[src/rtl/bus_timer.sv]
// bus_timer: memory-mapped 16-bit interval timer on the 65C02 core bus.
//
// Register block at BASE (AD[15:3] decode, AD[2:0] selects the register):
//   0  R: CNT[7:0]        W: LATCH[7:0]
//   1  R: CNT[15:8]       W: LATCH[15:8], then load CNT, start, clear IF
//   2  R/W: LATCH[7:0]
//   3  R/W: LATCH[15:8]   (no load, no start)
//   4  R/W: CTRL {ps, ie, cont, en}
//   5  R: STATUS {run, 000000, IF}   W: bit0=1 clears IF
//   6,7 read 0, writes ignored
//
// Read data is registered: a read hit in cycle n loads rd_data at edge n and
// raises sel for cycle n+1, matching the synchronous-memory DI timing.
//
// Optional build macro: BUS_TIMER_SNAPSHOT_EN
//   When defined, a read of offset 0 captures CNT[15:8] into a snapshot
//   register and offset-1 reads return that snapshot, so a low-then-high
//   byte read sequence sees one coherent 16-bit count.

module bus_timer #(
    parameter logic [15:0] BASE     = 16'hFE00,
    parameter int          PRESCALE = 8
) (
    input  logic        clk,
    input  logic        RST,
    input  logic [15:0] AD,
    input  logic [7:0]  DO,
    input  logic        WE,
    output logic [7:0]  rd_data,
    output logic        sel,
    output logic        IRQ
);

    // Terminal value of the prescaler; PRESCALE=256 maps onto 8'hFF.
    localparam logic [7:0] PRESC_LAST = 8'(PRESCALE - 1);

    // ------------------------------------------------------------------
    // Address decode
    // ------------------------------------------------------------------
    logic       hit;
    logic [2:0] off;
    logic       wr_en;
    logic       rd_en;
    logic [7:0] wr_stb;
    logic [7:0] rd_stb;

    assign hit   = (AD[15:3] == BASE[15:3]);
    assign off   = AD[2:0];
    assign wr_en = hit & WE;
    assign rd_en = hit & ~WE;

    // One strobe per register offset, for reads and for writes.
    genvar gi;
    generate
        for (gi = 0; gi < 8; gi++) begin : g_dec
            assign wr_stb[gi] = wr_en && (off == 3'(gi));
            assign rd_stb[gi] = rd_en && (off == 3'(gi));
        end
    endgenerate

    // ------------------------------------------------------------------
    // State
    // ------------------------------------------------------------------
    logic [15:0] cnt_q,     cnt_d;
    logic [15:0] latch_q,   latch_d;
    logic [3:0]  ctrl_q,    ctrl_d;
    logic        if_q,      if_d;
    logic        run_q,     run_d;
    logic [7:0]  presc_q,   presc_d;
    logic [7:0]  rd_data_q, rd_data_d;
    logic        sel_q,     sel_d;
`ifdef BUS_TIMER_SNAPSHOT_EN
    logic [7:0]  snap_q,    snap_d;
`endif

    // CTRL field aliases; all timing decisions use the registered CTRL so a
    // CTRL write only affects tick evaluation from the following cycle.
    logic ctrl_en;
    logic ctrl_cont;
    logic ctrl_ie;
    logic ctrl_ps;

    assign ctrl_en   = ctrl_q[0];
    assign ctrl_cont = ctrl_q[1];
    assign ctrl_ie   = ctrl_q[2];
    assign ctrl_ps   = ctrl_q[3];

    // ------------------------------------------------------------------
    // Tick generation
    // ------------------------------------------------------------------
    logic counting;
    logic presc_wrap;
    logic tick;
    logic expire;

    assign counting   = ctrl_en & run_q;
    assign presc_wrap = (presc_q == PRESC_LAST);
    assign tick       = counting & (~ctrl_ps | presc_wrap);
    assign expire     = tick & (cnt_q == 16'd0);

    // Next-state for counter, latch, control and flags, including the
    // priority between timer events and same-cycle bus writes.
    always_comb begin
        cnt_d   = cnt_q;
        latch_d = latch_q;
        ctrl_d  = ctrl_q;
        if_d    = if_q;
        run_d   = run_q;
        presc_d = presc_q;

        // Prescaler only advances in prescaled mode while the timer runs.
        if (counting && ctrl_ps) begin
            presc_d = presc_wrap ? 8'd0 : presc_q + 8'd1;
        end

        // Explicit IF clear comes first so a same-cycle expiry overrides it.
        if (wr_stb[5] && DO[0]) begin
            if_d = 1'b0;
        end

        // Count down; at zero flag the expiry and reload or stop. The
        // reload reads latch_q, so a same-cycle LATCH write is not seen.
        if (tick) begin
            if (cnt_q != 16'd0) begin
                cnt_d = cnt_q - 16'd1;
            end else begin
                if_d = 1'b1;
                if (ctrl_cont) begin
                    cnt_d = latch_q;
                end else begin
                    run_d = 1'b0;
                end
            end
        end

        // LATCH byte writes (offsets 0/2 low byte, 1/3 high byte).
        if (wr_stb[0] || wr_stb[2]) begin
            latch_d[7:0] = DO;
        end
        if (wr_stb[1] || wr_stb[3]) begin
            latch_d[15:8] = DO;
        end

        if (wr_stb[4]) begin
            ctrl_d = DO[3:0];
        end

        // Offset-1 write is the start command and beats any timer event.
        if (wr_stb[1]) begin
            cnt_d   = {DO, latch_q[7:0]};
            run_d   = 1'b1;
            if_d    = 1'b0;
            presc_d = 8'd0;
        end
    end

    // ------------------------------------------------------------------
    // Read path
    // ------------------------------------------------------------------
    logic [7:0] cnt_hi_rd;

`ifdef BUS_TIMER_SNAPSHOT_EN
    assign cnt_hi_rd = snap_q;

    // Capture the high count byte whenever the low byte is read.
    always_comb begin
        snap_d = snap_q;
        if (rd_stb[0]) begin
            snap_d = cnt_q[15:8];
        end
    end
`else
    assign cnt_hi_rd = cnt_q[15:8];
`endif

    // Select the register image for the addressed offset and hold rd_data
    // on anything other than a read hit.
    always_comb begin
        rd_data_d = rd_data_q;
        sel_d     = rd_en;
        if (rd_en) begin
            case (off)
                3'd0:    rd_data_d = cnt_q[7:0];
                3'd1:    rd_data_d = cnt_hi_rd;
                3'd2:    rd_data_d = latch_q[7:0];
                3'd3:    rd_data_d = latch_q[15:8];
                3'd4:    rd_data_d = {4'b0000, ctrl_q};
                3'd5:    rd_data_d = {run_q, 6'b000000, if_q};
                default: rd_data_d = 8'h00;
            endcase
        end
    end

    // ------------------------------------------------------------------
    // Registers
    // ------------------------------------------------------------------

    // State update with synchronous reset to the documented power-on values.
    always_ff @(posedge clk) begin
        if (RST) begin
            cnt_q     <= 16'hFFFF;
            latch_q   <= 16'hFFFF;
            ctrl_q    <= 4'h0;
            if_q      <= 1'b0;
            run_q     <= 1'b0;
            presc_q   <= 8'h00;
            rd_data_q <= 8'h00;
            sel_q     <= 1'b0;
        end else begin
            cnt_q     <= cnt_d;
            latch_q   <= latch_d;
            ctrl_q    <= ctrl_d;
            if_q      <= if_d;
            run_q     <= run_d;
            presc_q   <= presc_d;
            rd_data_q <= rd_data_d;
            sel_q     <= sel_d;
        end
    end

`ifdef BUS_TIMER_SNAPSHOT_EN
    // Snapshot register, reset to all ones like the counter it mirrors.
    always_ff @(posedge clk) begin
        if (RST) begin
            snap_q <= 8'hFF;
        end else begin
            snap_q <= snap_d;
        end
    end
`endif

    // ------------------------------------------------------------------
    // Outputs
    // ------------------------------------------------------------------
    assign rd_data = rd_data_q;
    assign sel     = sel_q;
    // Pure AND of two flops so IRQ cannot glitch; masking ie keeps IF.
    assign IRQ     = if_q & ctrl_ie;

endmodule
[config.mk]
export PLATFORM = sky130hd
export DESIGN_NAME = bus_timer
export DESIGN_NICKNAME = d
export VERILOG_FILES = /design/src/rtl/bus_timer.sv
export SDC_FILE = /design/constraint.sdc
export NUM_CORES = 1
export LEC_CHECK = 0
export CELL_PAD_IN_SITES_DETAIL_PLACEMENT = 1
export CELL_PAD_IN_SITES_GLOBAL_PLACEMENT = 2
export CORE_AREA = 2 2 100 102
export DETAILED_ROUTE_END_ITERATION = 6
export DIE_AREA = 0 0 102 104
export GPL_TIMING_DRIVEN = 0
export MAX_ROUTING_LAYER = met4
export PLACE_DENSITY = 0.78
export SETUP_SLACK_MARGIN = 0.2
export SLEW_MARGIN = 10
export SYNTH_ARGS = -nofsm -noshare
export SYNTH_HDL_FRONTEND = slang
export SYNTH_SLANG_ARGS = --single-unit
[constraint.sdc]
create_clock -name clk -period 2.75 [get_ports clk]
set_clock_uncertainty 0.05 [all_clocks]
set_input_delay 0.55 -clock clk [delete_from_list [all_inputs] [get_ports clk]]
set_output_delay 0.55 -clock clk [all_outputs]
set_load 0.01 [all_outputs]
* Yosys cells after proc, flatten, opt, wreduce, memory -nomap -nowiden *
Index checks and enable logic that the tools add are counted.

word-level totals
  register bits after elaboration = 55
  output and inout port bits = 10
  input port bits = 27
  word-level logic and storage cells = 58

operators by class
  add/sub/neg operators = 2
  equality and inequality tests = 9
  reductions and logical operators = 17
  bitwise operators = 8
  muxes and demuxes = 13

operators by type and width
  kind                                                                  count
  16-bit 2-to-1 mux                                                     4
  8-bit case mux with 6 select lines                                    1
  16-bit nonzero test                                                   1
  16-bit by 1-bit subtractor with 16-bit output, second input constant  1
  13-bit == test, second input constant                                 1
  8-bit by 1-bit adder with 8-bit output, second input constant         1
  8-bit by 3-bit == test with 1-bit output, second input constant       1
  1-bit logical AND                                                     8
  8-bit 2-to-1 mux                                                      1
  1-bit 2-to-1 mux                                                      7
  3-bit by 2-bit == test with 1-bit output, second input constant       2
  3-bit == test, second input constant                                  2
  1-bit AND                                                             5
  2-bit != test, second input constant                                  2
  3-bit by 1-bit == test with 1-bit output, second input constant       1
  3-bit zero test                                                       1
  3-bit AND reduction                                                   1
  3-bit nonzero test                                                    1
  1-bit logical OR                                                      2
  1-bit inverter                                                        2
  2-bit AND reduction                                                   1
  2-bit nonzero test                                                    1
  2-bit OR reduction                                                    1
  1-bit bitwise OR                                                      1

* Longest topological paths before layout *
Gate-level depths: netlist of the first run.

  word-level depth = 7
  mapped depth = 9
  depth with buffers taken out = 6

* Worst setup path before layout of the first run *
No wires, ideal clock.

  kind = in2reg
  start = in AD[4]
  end = reg cnt_q[0]
  stages = 6
  slack = 0.749 ns
  library setup time = 0.120 ns
  path buffers = 1
  data required time = 2.580 ns
  arrival time = 1.831 ns
  path through = nor4_1 > and4_1 > clkbuf_2 > nand2_1 > a22o_1 > a211o_1

between the ends
  word-level cells in the longest chain between the ends = 5
  elaborated cells between the ends (all ways) = 7
  those cells by class = eq/ne (1); mux (1); bitwise (1); reduce/logical (4)

RTL lines
  element                                                                    RTL line  RTL
  start, declared                                                            26        input logic [15:0] AD,
  13-bit == test *                                                           47        assign hit = (AD[15:3] == BASE[15:3]);
  1-bit AND *                                                                49        assign wr_en = hit & WE;
  1-bit logical AND *                                                        56        assign wr_stb[gi] = wr_en && (off == 3'(gi));
  3-bit nonzero test (no line) / 2-bit nonzero test (equally long branches)  -
  2-bit AND reduction (no line)                                              -
  end signal, assigned                                                       210       cnt_q <= cnt_d;
  end, declared                                                              64        logic [15:0] cnt_q, cnt_d;

Every way passes the cells marked *; elsewhere a longest branch is shown, timed or not.
A chain may end at the register's enable or synchronous reset.

* Final worst setup path of the first run *
Same ends and word-level chain as after synthesis.

==> flow_summary.ini, run 1 <==
[outcome]
status = completed

[worst_setup_path]
cp_slowest_stage_delay_ps = 400
crit_path_start_kind = primary input
critical_path_class = primary input to register
path_buf_inv = 2
r2r-end = cnt_q[0]
r2r_slack_ps = 500
path_max_fanout = 9
end_kind = register
reg2reg_depth = 5
r2r_start = cnt_q[2]
path_delay_family = simple AND/OR/NAND/NOR gates
path_cells = clkdlybuf4s50_1 -> nor4_1 -> and4_1 -> clkbuf_2 -> nand2_1 -> a22o_1 -> a211o_1
slowest_stage = clkdlybuf4s50_1
cp.arrival_ps = 2590
cp.required_ps = 2920

[routing]
drt_iter0_markers = 199
firstDrtPassIters = 4
ant_nets = 0
via_per_inst = 5.59
drc = 0
num_vias = 3032
drt-total-wl_mm = 10.8
wl_per_cell_um = 19.9

[logic_synthesis]
synth.distinct_cells = 65
async_reset_ff_frac = 0
yosysSeqAreaShare = 0.349
synthesis.nets = 398
ys.flop_type = dfxtp_1
postSynthCellCount = 368
synth_seq_cells = 55
synth_edf_count = 0
syn_avg_cell_area_um2 = 8.57
netlist_area_um2 = 3150
yosysWarnings = 0

[grt]
grt_use_total = 0.220
gr-total-overflow = 0
grt_pass1_wl_mm = 17.7
grt_start_max_net_pins = 17
grt_pass1_vias = 3187
antenna_found_initial = 0

[clock_network]
cts.clk_slew.worst_paths_ps = 100
clk_latency_ps = 320
cts_inserted_buffers = 5
post_cts_buffers = 0
clock_sinks = 55
cts_tree = yes
cts.htree.levels = 2
clockBufferDepth = 2
cts_root_buf = clkbuf_8

[timing]
fin_crit_sh = 0.880
tightest_slew_ps = 663
setup_slack_ps = 329
rsz0062_at_grt = false
period_needed_ps = 2420
holdWs_ps = 425
final_hold_viol_count = 0
fmax_mhz = 413
slew_headroom = 0.557
drv_slew = 0
setup_viol = 0

[final_layout]
fin_area_um2 = 3770
drive_gt1_frac = 0.100
fill_cells = 1167
diodes = 0
fin_nets = 438
area_growth_pct = 19.7

[placed_design]
io_buffers = 33
gp_routability_congestion = 0.928
placement.cell_area_um2 = 3650
dp_slack_ps = -115
dp_hpwl_mm = 8.29

[floorplan]
die_height_um = 104
start_util = 0.330
dieArea_um2 = 10600
io_pins = 37
num_rows = 36
coreArea_um2 = 9550
fp.dieW_um = 102

[power]
p_leak_nw = 1.36
p_total_mw = 1.48
p_per_area_nw_per_um2 = 393
ir_worst_vdd_uv = 256

[job]
drv_cap = 0

[hold_path]
hold_end = rd_data[5]
hold_class = register to register
hp-start = rd_data[5]
hold_depth = 2
cells in the final DEF (no fill, tap or decap), types with 5 or more instances in the layout:
master,netlist,layout
clkbuf_8,0,6
nand3_1,42,42
inv_1,7,7
mux4_2,7,7
nor2_1,33,32
xnor2_1,5,5
o22ai_1,6,6
dfxtp_1,55,55
o21ai_0,9,9
a22oi_1,9,9
clkdlybuf4s50_1,0,33
and3_1,5,5
nand4_1,13,13
a21oi_1,11,10
nor3_1,6,6
a221o_1,5,5
clkbuf_1,9,9
mux2i_1,12,12
nand2b_1,7,7
buf_2,7,7
xor2_1,6,6
a21o_1,5,5
nand2_1,40,40
state kept, by name (all words and copies together), names as in the netlist:
signal and flops:
run_q 1, ctrl_q 4, if_q 1, cnt_q 16, latch_q 16, rd_data 8
sel 1, presc_q 8
worst min-delay path, delay by kind of cell, from the launching register on:
family / cells / cell delay, ps
AO/OA/AOI/OAI: 1 / 50
flip-flops: 1 / 320
AND/OR/NAND/NOR: 1 / 60
synthesized netlist by cell type (7+ instances only):
| cell | n | share of area |
|---|---|---|
| a21oi_1 | 11 | 0.017 |
| a22oi_1 | 9 | 0.021 |
| buf_2 | 7 | 0.011 |
| clkbuf_1 | 9 | 0.011 |
| dfxtp_1 | 55 | 0.35 |
| inv_1 | 7 | 0.0083 |
| mux2i_1 | 12 | 0.038 |
| mux4_2 | 7 | 0.050 |
| nand2_1 | 40 | 0.048 |
| nand2b_1 | 7 | 0.014 |
| nand3_1 | 42 | 0.067 |
| nand4_1 | 13 | 0.026 |
| nor2_1 | 33 | 0.039 |
| o21ai_0 | 9 | 0.014 |
logic make-up (layout without fill, tap and decap cells):
logic type,Yosys count,count (layout),synth area share
DFF,55,55,0.349
adders and majority gates,3,3,0.0119
muxes,20,20,0.0917
xor gates and xnor gates,11,11,0.0306
AOI/OAI and AO/OA,73,73,0.176
buffers and inverters,32,73,0.0536
and+or+nand+nor,174,174,0.287
worst max-delay path by stage:
| stage | start | end | slack (ps) | depth (start not counted) |
|---|---|---|---|---|
| 2_1_floorplan | AD[4] | cnt_q[0] | 750 | 6 |
| 4_1_cts | AD[4] | cnt_q[6] | 230 | 7 |
| 3_3_place_gp | AD[4] | cnt_q[2] | -40 | 7 |
| 5_1_grt | AD[4] | cnt_q[13] | 220 | 8 |
| 3_5_place_dp | AD[4] | cnt_q[5] | -110 | 7 |
| 6_report | AD[4] | cnt_q[0] | 330 | 7 |
what timing repair did:
action	in CTS	in global routing
hold buffers	0	0
endpoints found under the setup margin	0	10
gates resized for setup	0	2
where the power goes:
part | internal, mW | leakage (nW) | switching [mW]
combinational | 0.0465 | 0.850 | 0.0573
sequential | 0.796 | 0.444 | 0.0000194
clock | 0.295 | 0.0612 | 0.288
total | 1.14 | 1.36 | 0.346
layout make-up:
class,count,area (µm²),area share
Multi-Input combinational cell,281,1890,0.501
Clock inverter,2,35.0,0.00928
Inverter,8,30.0,0.00796
Tap cell,133,166,0.0441
Sequential cell,55,1100,0.292
Timing Repair Buffer,33,330,0.0875
Clock buffer,6,82.6,0.0219
Buffer,24,139,0.0368
per-layer routing:
| metal | track usage | routed length [µm] | vias up |
|---|---|---|---|
| met3 | 0.0343 | 331 | 17 |
| li1 | - | - | 1450 |
| met1 | 0.292 | 5040 | 1514 |
| met5 | - | 0 | - |
| met2 | 0.343 | 5100 | 51 |
| met4 | 0.0724 | 289 | 0 |
metrics by stage:
stage	instances	util	TNS [ps]
after global placement	534	0.382	-178
after CTS	542	0.395	0
final	542	0.395	0
after global routing	542	0.395	0
after floorplan	368	-	0
after detailed placement	534	0.382	-543
No activity file was read; power rests on OpenSTA's default activity.
==> run 2, diff against run 1 <==
Settings changed: CTS_CLUSTER_SIZE from default to 10, SKIP_CTS_REPAIR_TIMING from default to 1.
==> results of run 2 <==
Same layout as run 1: the final DEF is identical, and so are final timing and power.
